<file path="src/rtl/wb_spi_pkg.sv">
// wb_spi_pkg: shared constants for the Wishbone SPI register front-end.
//   - register byte offsets inside the 64-byte window
//   - STATUS and IRQ_EN bit positions
//   - response sequencer state type
package wb_spi_pkg;

    localparam logic [5:0] OFF_DATA   = 6'h10;
    localparam logic [5:0] OFF_CMD    = 6'h20;
    localparam logic [5:0] OFF_STATUS = 6'h30;
    localparam logic [5:0] OFF_IRQEN  = 6'h34;

    localparam int unsigned STAT_TX_EMPTY = 0;
    localparam int unsigned STAT_TX_FULL  = 1;
    localparam int unsigned STAT_RX_EMPTY = 2;
    localparam int unsigned STAT_RX_FULL  = 3;
    localparam int unsigned STAT_RX_OVF   = 4;
    localparam int unsigned STAT_TX_CNT_LO = 8;
    localparam int unsigned STAT_RX_CNT_LO = 16;

    localparam int unsigned IRQ_RX_NE    = 0;
    localparam int unsigned IRQ_TX_EMPTY = 1;
    localparam int unsigned IRQ_RX_OVF   = 2;

    typedef enum logic {
        S_IDLE = 1'b0,
        S_RESP = 1'b1
    } resp_state_t;

endpackage

</file>
<file path="src/rtl/spi_sync_fifo.sv">
// spi_sync_fifo: single-clock FIFO with combinational head output.
//   clk, rst (async active-low)
//   push/din   : write side; accepted when not full, or when full with a pop
//   pop        : read side; ignored when empty
//   dout       : current head word
//   full/empty : occupancy flags
//   count      : number of stored words, 0..DEPTH
module spi_sync_fifo #(
    parameter int W     = 8,
    parameter int DEPTH = 4
) (
    input  logic                       clk,
    input  logic                       rst,
    input  logic                       push,
    input  logic                       pop,
    input  logic [W-1:0]               din,
    output logic [W-1:0]               dout,
    output logic                       full,
    output logic                       empty,
    output logic [$clog2(DEPTH):0]     count
);

    localparam int AW = $clog2(DEPTH);
    localparam int CW = AW + 1;

    logic [W-1:0]  mem [DEPTH];
    logic [AW-1:0] rd_ptr;
    logic [AW-1:0] wr_ptr;
    logic [CW-1:0] cnt;
    logic          do_push;
    logic          do_pop;

    assign full  = (cnt == CW'(DEPTH));
    assign empty = (cnt == '0);
    assign count = cnt;
    assign dout  = mem[rd_ptr];

    // A pop frees the head slot in the same cycle, so a push is still
    // taken when full; the write lands in the slot being read out.
    assign do_pop  = pop & ~empty;
    assign do_push = push & (~full | do_pop);

    always_ff @(posedge clk or negedge rst) begin
        if (!rst) begin
            rd_ptr <= '0;
            wr_ptr <= '0;
            cnt    <= '0;
        end else begin
            if (do_push) wr_ptr <= wr_ptr + AW'(1);
            if (do_pop)  rd_ptr <= rd_ptr + AW'(1);
            case ({do_push, do_pop})
                2'b10:   cnt <= cnt + CW'(1);
                2'b01:   cnt <= cnt - CW'(1);
                default: cnt <= cnt;
            endcase
        end
    end

    always_ff @(posedge clk) begin
        if (do_push) mem[wr_ptr] <= din;
    end

endmodule

</file>
<file path="src/rtl/wb_spi_regif.sv">
// wb_spi_regif: Wishbone classic slave register front-end for the SPI core.
//   Bus    : wb_addr/wb_we/wb_stb/wb_cyc/wb_dout in; wb_din/wb_ack/wb_err out
//            (registered, one response cycle per accepted transfer)
//   Config : cfg word and cfg_wr pulse in the ack cycle of a CMD write
//   TX     : tx_data/tx_valid stream out, popped by tx_ready
//   RX     : rx_data/rx_valid push from the core (not stallable)
//   irq    : registered level interrupt from IRQ_EN-masked sources
module wb_spi_regif
    import wb_spi_pkg::*;
#(
    parameter logic [31:0] BASE_ADDR = 32'h0000_0000,
    parameter int          TX_W      = 12,
    parameter int          RX_W      = 10,
    parameter int          CFG_W     = 12,
    parameter int          DEPTH     = 4
) (
    input  logic              clk,
    input  logic              rst,
    input  logic [31:0]       wb_addr,
    input  logic              wb_we,
    input  logic              wb_stb,
    input  logic              wb_cyc,
    input  logic [31:0]       wb_dout,
    output logic [31:0]       wb_din,
    output logic              wb_ack,
    output logic              wb_err,
    output logic [CFG_W-1:0]  cfg,
    output logic              cfg_wr,
    output logic [TX_W-1:0]   tx_data,
    output logic              tx_valid,
    input  logic              tx_ready,
    input  logic [RX_W-1:0]   rx_data,
    input  logic              rx_valid,
    output logic              irq
);

    localparam int CW = $clog2(DEPTH) + 1;

    resp_state_t   state;
    logic [2:0]    irq_en;
    logic          rx_ovf;

    logic          tx_full, tx_empty, rx_full, rx_empty;
    logic [CW-1:0] tx_count, rx_count;
    logic [RX_W-1:0] rx_head;

    logic [31:0]   off;
    logic          hit, is_data, is_cmd, is_status, is_irqen;
    logic          accept, bad;
    logic          tx_push, rx_pop, rx_push;
    logic          ovf_set, ovf_clr;
    logic          cfg_we, irqen_we;
    logic [31:0]   status;
    logic [31:0]   rd_data;
    logic          unused_sig;

    assign unused_sig = ^{wb_dout, off};

    assign accept = (state == S_IDLE) & wb_stb & wb_cyc & ~wb_ack & ~wb_err;

    always_comb begin
        off       = wb_addr - BASE_ADDR;
        hit       = (off[31:6] == '0) && (off[1:0] == 2'b00);
        is_data   = hit && (off[5:0] == OFF_DATA);
        is_cmd    = hit && (off[5:0] == OFF_CMD);
        is_status = hit && (off[5:0] == OFF_STATUS);
        is_irqen  = hit && (off[5:0] == OFF_IRQEN);

        // TX full is judged before any same-cycle core pop.
        tx_push   = accept & is_data & wb_we & ~tx_full;
        rx_pop    = accept & is_data & ~wb_we & ~rx_empty;
        bad       = ~(is_data | is_cmd | is_status | is_irqen) |
                    (is_data & wb_we & tx_full);
        cfg_we    = accept & is_cmd & wb_we;
        irqen_we  = accept & is_irqen & wb_we;
        ovf_clr   = accept & is_status & wb_we & wb_dout[STAT_RX_OVF];

        // A same-cycle bus pop makes room for the core's word.
        rx_push   = rx_valid & (~rx_full | rx_pop);
        ovf_set   = rx_valid & rx_full & ~rx_pop;

        status = '0;
        status[STAT_TX_EMPTY] = tx_empty;
        status[STAT_TX_FULL]  = tx_full;
        status[STAT_RX_EMPTY] = rx_empty;
        status[STAT_RX_FULL]  = rx_full;
        status[STAT_RX_OVF]   = rx_ovf;
        status[STAT_TX_CNT_LO +: 8] = 8'(tx_count);
        status[STAT_RX_CNT_LO +: 8] = 8'(rx_count);

        rd_data = '0;
        if (!wb_we) begin
            if (is_data && !rx_empty) rd_data = 32'(rx_head);
            if (is_cmd)               rd_data = 32'(cfg);
            if (is_status)            rd_data = status;
            if (is_irqen)             rd_data = 32'(irq_en);
        end
    end

    always_ff @(posedge clk or negedge rst) begin
        if (!rst) begin
            state  <= S_IDLE;
            wb_ack <= 1'b0;
            wb_err <= 1'b0;
            wb_din <= '0;
            cfg    <= '0;
            cfg_wr <= 1'b0;
            irq_en <= '0;
            rx_ovf <= 1'b0;
            irq    <= 1'b0;
        end else begin
            wb_ack <= 1'b0;
            wb_err <= 1'b0;
            wb_din <= '0;
            cfg_wr <= 1'b0;
            // Set wins over a same-cycle clear.
            rx_ovf <= ovf_set | (rx_ovf & ~ovf_clr);
            irq    <= (irq_en[IRQ_RX_NE]    & ~rx_empty) |
                      (irq_en[IRQ_TX_EMPTY] &  tx_empty) |
                      (irq_en[IRQ_RX_OVF]   &  rx_ovf);
            case (state)
                S_IDLE: begin
                    if (accept) begin
                        state  <= S_RESP;
                        wb_ack <= ~bad;
                        wb_err <= bad;
                        wb_din <= rd_data;
                        if (cfg_we) begin
                            cfg    <= wb_dout[CFG_W-1:0];
                            cfg_wr <= 1'b1;
                        end
                        if (irqen_we) irq_en <= wb_dout[2:0];
                    end
                end
                S_RESP: state <= S_IDLE;
            endcase
        end
    end

    spi_sync_fifo #(.W(TX_W), .DEPTH(DEPTH)) u_tx_fifo (
        .clk   (clk),
        .rst   (rst),
        .push  (tx_push),
        .pop   (tx_ready),
        .din   (wb_dout[TX_W-1:0]),
        .dout  (tx_data),
        .full  (tx_full),
        .empty (tx_empty),
        .count (tx_count)
    );

    assign tx_valid = ~tx_empty;

    spi_sync_fifo #(.W(RX_W), .DEPTH(DEPTH)) u_rx_fifo (
        .clk   (clk),
        .rst   (rst),
        .push  (rx_push),
        .pop   (rx_pop),
        .din   (rx_data),
        .dout  (rx_head),
        .full  (rx_full),
        .empty (rx_empty),
        .count (rx_count)
    );

endmodule

</file>
<file path="config.mk">
export PLATFORM = sky130hd
export DESIGN_NAME = wb_spi_regif
export DESIGN_NICKNAME = d
export VERILOG_FILES = /design/src/rtl/wb_spi_pkg.sv /design/src/rtl/spi_sync_fifo.sv /design/src/rtl/wb_spi_regif.sv
export SDC_FILE = /design/constraint.sdc
export NUM_CORES = 1
export LEC_CHECK = 0
export CAP_MARGIN = 20
export CORE_UTILIZATION = 45
export DETAILED_ROUTE_END_ITERATION = 8
export GPL_ROUTABILITY_DRIVEN = 0
export PLACE_DENSITY = 0.74
export SYNTH_ARGS = -nofsm -noshare
export SYNTH_HDL_FRONTEND = slang
export SYNTH_SLANG_ARGS = --single-unit
</file>
<file path="constraint.sdc">
create_clock -name clk -period 3.71 [get_ports clk]
set_input_delay 0.9275 -clock clk [delete_from_list [all_inputs] [get_ports clk]]
set_output_delay 0.9275 -clock clk [all_outputs]
set_load 0.02 [all_outputs]
</file>
# Word-level counts from Yosys, hierarchy flattened

Memories as Yosys holds them, arrays and structs flattened.
Cells that the tools add are included.
Widths: inputs -> output; s select.

Reductions and logical operators: 15
Bitwise gates (word level): 51
Multiplexer cells: 22
$add $sub $neg: 8
Equal/unequal tests: 10

Operators with widths:

| kind                | number |
|---|---|
| $mux 32             | 6 |
| $and 1x1->1         | 29 |
| $logic_not 26->1    | 1 |
| $eq 6x6->1 const B  | 3 |
| $mux 1              | 12 |
| $not 1->1           | 12 |
| $pmux 3 s2          | 2 |
| $mux 10             | 1 |
| $or 1x1->1          | 10 |
| $add 2x1->2 const B | 4 |
| $add 3x1->3 const B | 2 |
| $eq 3x3->1 const B  | 2 |
| $eq 6x5->1 const B  | 1 |
| $logic_and 1x1->1   | 6 |
| $logic_not 3->1     | 2 |
| $reduce_and 3->1    | 2 |
| $sub 3x1->3 const B | 2 |
| $eq 2x1->1 const B  | 2 |
| $eq 2x2->1 const B  | 2 |
| $reduce_bool 2->1   | 2 |
| $logic_not 2->1     | 1 |
| $pmux 1 s2          | 1 |
| $logic_not 1->1     | 1 |

Input port bits: 81
Logic and storage cells: 123
Register bits: 67
Memories kept: 2
Output and inout bits: 61
Memory bits (writable): 88

Memory list:

| name          | depth | bits a word | read ports | clocked after Yosys merged registers in | write ports | line                | source |
|---|---|---|---|---|---|---|---|
| u_tx_fifo.mem | 4     | 12          | 1          | 0                                       | 1           | spi_sync_fifo.sv:26 | `logic [W-1:0] mem [DEPTH];` |
| u_rx_fifo.mem | 4     | 10          | 1          | 0                                       | 1           | spi_sync_fifo.sv:26 |  |

# Logic depth before layout (Yosys ltp)

Depth in word-level cells: 13
Mapped depth: 11
Mapped depth without buffers: 10

# Hierarchy

A second synthesis with hierarchy kept.

Cells, all modules: 364
Area total of the unflattened synthesis: 5977.0 um2

By module, submodules not included:

| module                     | cells an instance | instances | area an instance (um2) | sequential area each (um2) |
|---|---|---|---|---|
| spi_sync_fifo at u_tx_fifo | 101               | 1         | 2167.1                 | 1616.6 |
| spi_sync_fifo at u_rx_fifo | 100               | 1         | 1971.9                 | 1376.3 |
| wb_spi_regif               | 163               | 1         | 1838.0                 | 900.9 |

# Worst setup path after synthesis

OpenSTA, ideal clock, no wires.

Path type: in2reg
Start: input port wb_addr[25]
End: register u_rx_fifo.cnt[2], in the netlist u_rx_fifo.count[2]
Buffers on the path: 1
Required time: 3631 ps
Arrival time: 3016 ps
Setup time: 79 ps
Setup slack: 615 ps
Stages on the path: 10
Cells stage by stage: nor4_1 > nand4_1 > buf_2 > nor4_1 > ha_1 > inv_1 > fa_1 > xor2_1 > nor2_1 > xor2_1

Word-level cells in the longest chain between the ends: 11
Elaborated cells between the ends (all ways): 15
Those cells by class: eq/ne (2); mux (1); bitwise (8); reduce/logical (4)

Ends and longest elaborated chain:

| what                                            | line                | source |
|---|---|---|
| start: declaration                              | wb_spi_regif.sv:19  | `input logic [31:0] wb_addr,` |
| $logic_not 26->1 (*)                            | wb_spi_regif.sv:63  | `hit = (off[31:6] == '0) && (off[1:0] == 2'b00);` |
| $logic_and 1x1->1 (*)                           | wb_spi_regif.sv:63  |  |
| $logic_and 1x1->1 (*)                           | wb_spi_regif.sv:64  | `is_data = hit && (off[5:0] == OFF_DATA);` |
| $and 1x1->1 (*) (3 in a row)                    | wb_spi_regif.sv:71  | `rx_pop = accept & is_data & ~wb_we & ~rx_empty;` |
| $and 1x1->1 (*)                                 | spi_sync_fifo.sv:40 | `assign do_pop = pop & ~empty;` |
| net u_rx_fifo.do_pop                            | spi_sync_fifo.sv:31 | `logic do_pop;` |
| $or 1x1->1                                      | spi_sync_fifo.sv:41 | `assign do_push = push & (~full \| do_pop);` |
| $and 1x1->1                                     | spi_sync_fifo.sv:41 |  |
| $eq 2x1->1 or $eq 2x2->1 (tied branches)        | spi_sync_fifo.sv:51 | `case ({do_push, do_pop})` |
| $pmux 3 s2 or $reduce_bool 2->1 (tied branches) | -                   |  |
| end signal: assignment                          | spi_sync_fifo.sv:52 | `2'b10: cnt <= cnt + CW'(1);` |
| end signal: assignment                          | spi_sync_fifo.sv:53 | `2'b01: cnt <= cnt - CW'(1);` |
| end signal: assignment                          | spi_sync_fifo.sv:54 | `default: cnt <= cnt;` |
| end: declaration                                | spi_sync_fifo.sv:29 | `logic [CW-1:0] cnt;` |

Mark *: on every way through the listed nets, which the timed path passes. The rest lies on a longest branch.
A chain may end at the register's enable or synchronous reset.

# Final worst setup path

Start: input port wb_addr[1]
End: register u_rx_fifo.cnt[2], in the netlist u_rx_fifo.count[2]

Word-level cells in the longest chain between the ends: 11
Elaborated cells between the ends (all ways): 16
Those cells by class: eq/ne (3); mux (1); bitwise (8); reduce/logical (4)

Ends and longest elaborated chain:

| what                                               | line |
|---|---|
| branches (longest 2 deep; another with $eq 6x5->1) | - |
| $logic_and 1x1->1 (*)                              | wb_spi_regif.sv:64 |
| $and 1x1->1 (*) (3 in a row)                       | wb_spi_regif.sv:71 |
| $and 1x1->1 (*)                                    | spi_sync_fifo.sv:40 |
| net u_rx_fifo.do_pop                               | spi_sync_fifo.sv:31 |
| $or 1x1->1                                         | spi_sync_fifo.sv:41 |
| $and 1x1->1                                        | spi_sync_fifo.sv:41 |
| $eq 2x1->1 or $eq 2x2->1 (tied branches)           | spi_sync_fifo.sv:51 |
| $pmux 3 s2 or $reduce_bool 2->1 (tied branches)    | - |

Mark *: on every way through the listed nets, which the timed path passes.

==> flow_summary.ini <==
[global_routing]
grt_first_pass_wirelength_um = 19470
grt_max_degree = 51
grt_pass1_vias = 3644
antenna_found_initial = 0
grt_overflow = 0
grtUsageTotal = 0.1996

[sta]
rsz0062_at_grt = false
slew_headroom = 0.5132
fin_crit_sh = 0.8545
fin_skew_ns = 0.009653
setup_viol = 0
finalSetupTns_ns = 0
max_freq_mhz = 315.4
finalHoldViolations = 0
finalMaxSlewViolations = 0
tightest_slew_ns = 0.7302
final.min_clock_period_ns = 3.170

[logic_synthesis]
ys.flop_type = edfxtp_1
ys_seq_area_frac = 0.6588
syn_inst = 359
synth_area_um2 = 5911
netlist.area_leader.share = 0.4471
synth_top_area_cell = edfxtp_1
ys_warn_count = 0
ys_seq_elements = 138
ys_types = 52
yosys-top-cells-area = edfxtp_1 45%, dfrtp_1 21%, mux4_2 8.4%
async_flop_share = 0.3623
syn_area_per_cell_um2 = 16.46
synth_edf_count = 88

[worst_setup_path]
cp-end-kind = register
timing.rr.start = state$_DFF_PN0_
start_kind = input pin
cp.arrival_ns = 3.51
r2r-end = u_tx_fifo.count[2]$_DFFE_PN0P_
r2r_cells = 10
reg2reg_slack_ns = 1.17
required_ns = 4.05
crit_type = input pin to register
worstPathMaxFanout = 13

[cts]
path_clk_slew_ns = 0.06
cts_hold_buffers = 0
htreeDepth = 4
cts-resized-gates = 0
clk_latency_ns = 0.42
clockRootBuffer = clkbuf_16
cts_inserted_buffers = 17
post_cts_buffers = 0
cts_tree = done
clockBufferDepth = 2
clkSinkCount = 138

[placement]
hpwl_um = 8808
post_dp_cell_area_um2 = 7186
place_inst = 641
port_buffers = 104

[final_layout]
num-nets-final = 582
fin_util = 0.6138
layout-drive-gt1-share = 0.2291
post-route-cell-area_um2 = 7809
final_common_cell = clkdlybuf4s50_1
finalNonFillerCells = 674
num-fill-cells = 992
layout_common_cells = 103 x clkdlybuf4s50_1, 88 x edfxtp_1, 50 x dfrtp_1
n_antenna_cell = 0
areaGrowthSynthToFinish_pct = 32.11

[power_and_ir_drop]
p_sw_mw = 0.9147
power_mw = 3.900
power.leakage_nw = 2.933
p_clk_frac = 0.427
internal_power_mw = 2.985
p_seq_frac = 0.469
power_frac_comb = 0.104
switching_share = 0.2345
powerDensity_nw_per_um2 = 499.4
ir_drop_v = 0.0004362

[floorplan]
start_util = 0.4646
fp.dieW_um = 116.6
dieHeight_um = 116.6
coreArea_um2 = 12720
rows = 41
io_pins = 142
dieArea_um2 = 13600

[route]
route.antenna.remaining_nets = 0
drtIter0Drc = 270
routed_via_density = 5.228
route.vias.total = 3524
dr.pass1.iters = 5
routed_wl_um = 12280
drc_errors = 0
wl_per_cell_um = 18.22

[hold_path]
hold_path_class = input pin to async pin

[run_status]
status = finished clean

[job]
maxCapViolCount = 0
## cell usage after synthesis (2+ instances only)
cell type and n:
nor4b_2 2, mux2i_1 2, buf_4 18, dfrtp_1 50, nand4b_1 2, fa_1 2
nor2_1 6, mux4_2 22, or3b_2 2, buf_1 2, a211oi_2 2, nor4_2 3
xnor2_1 5, ha_1 10, nand2_1 9, and2_1 10, mux2_2 20, nor4_1 10
nor3b_1 2, a222oi_1 4, nor3_2 4, nand4_1 2, clkbuf_1 6, o21ai_0 4
xor2_1 7, and3_1 4, nor3_1 9, inv_1 17, a22oi_1 3, nand3_1 6
a221oi_2 2, buf_2 5, edfxtp_1 88
## power by group through the flow
stage | Combinational, mW | Sequential [mW] | Clock (mW)
5_1_grt | 0.447 | 1.84 | 1.77
4_1_cts | 0.411 | 1.83 | 1.70
2_1_floorplan | 0.237 | 1.84 | 0
6_report | 0.406 | 1.83 | 1.66
3_5_place_dp | 0.407 | 1.86 | 0
3_3_place_gp | 0.392 | 1.85 | 0
## through the flow
| stage | worst slack [ns] | hold WS [ns] |
|---|---|---|
| 3_5_place_dp | 0.1021 | 0.4918 |
| 5_1_grt | 0.3802 | 0.4153 |
| 2_1_floorplan | 0.6151 | 0.4759 |
| 4_1_cts | 0.5442 | 0.5040 |
| 3_3_place_gp | 0.1617 | 0.4816 |
| 6_report | 0.5399 | 0.4070 |
## cell families (layout without fill, tap and decap cells)
| kind of cell | Yosys count | after routing | synth area share |
|---|---|---|---|
| AOI/OAI and AO/OA | 23 | 23 | 0.03472 |
| and+or+nand+nor | 80 | 80 | 0.08997 |
| adders and majority gates | 12 | 12 | 0.02794 |
| DFF | 138 | 138 | 0.6588 |
| xor gates and xnor gates | 12 | 12 | 0.01778 |
| other | 1 | 17 | 0.0006344 |
| buffers and inverters | 49 | 176 | 0.04488 |
| muxes | 44 | 44 | 0.1253 |
## worst max path at each step
stage	start	end	slack [ns]	cells past startpoint
after floorplan	wb_addr[25]	u_rx_fifo.count[2]$_DFFE_PN0P_	0.62	10
after global placement	wb_addr[1]	u_tx_fifo.count[2]$_DFFE_PN0P_	0.16	12
after detailed placement	wb_addr[1]	u_tx_fifo.count[2]$_DFFE_PN0P_	0.10	12
after CTS	wb_addr[1]	u_tx_fifo.count[2]$_DFFE_PN0P_	0.54	12
after global routing	wb_addr[1]	u_tx_fifo.count[2]$_DFFE_PN0P_	0.38	12
final	wb_addr[1]	u_rx_fifo.count[2]$_DFFE_PN0P_	0.54	12
## registers in the layout, indices dropped and copies added, names as in the netlist
name              flops
rx_ovf                1
u_tx_fifo.wr_ptr      2
u_rx_fifo.rd_ptr      2
wb_din               15
wb_ack                1
u_tx_fifo.rd_ptr      2
cfg_wr                1
irq                   1
u_rx_fifo.wr_ptr      2
u_rx_fifo.count       3
wb_err                1
cfg                  12
state                 1
u_rx_fifo.mem        40
irq_en                3
u_tx_fifo.count       3
u_tx_fifo.mem        48
## cell type report
cell class,count,area (um2),share of cell area
Clock buffer,21,493.0,0.06313
Clock inverter,11,110.1,0.01410
Tap cell,172,215.2,0.02756
Timing Repair Buffer,127,1221,0.1564
Sequential cell,138,3894,0.4986
Multi-Input combinational cell,188,1812,0.2320
Inverter,17,63.81,0.008172
## critical path, stage by stage
cell and delay [ns]:
clkdlybuf4s50_1 0.48, nor4b_2 0.29, buf_4 0.22, nand3b_1 0.11, nor4_1 0.25, buf_4 0.18, ha_1 0.18, inv_1 0.06
fa_1 0.37, xor2_1 0.15, nor2_1 0.11, xor2_1 0.16
## metal layers
metal | vias to the layer above | global-route usage | wire (um)
met2 | 105 | 0.3475 | 6523
met3 | 19 | 0.05241 | 558
met4 | 0 | 0.07426 | 176
met1 | 1801 | 0.2387 | 5018
met5 | - | 0 | 0
li1 | 1599 | - | -
Note: power is estimated with default switching activity, not from simulation.
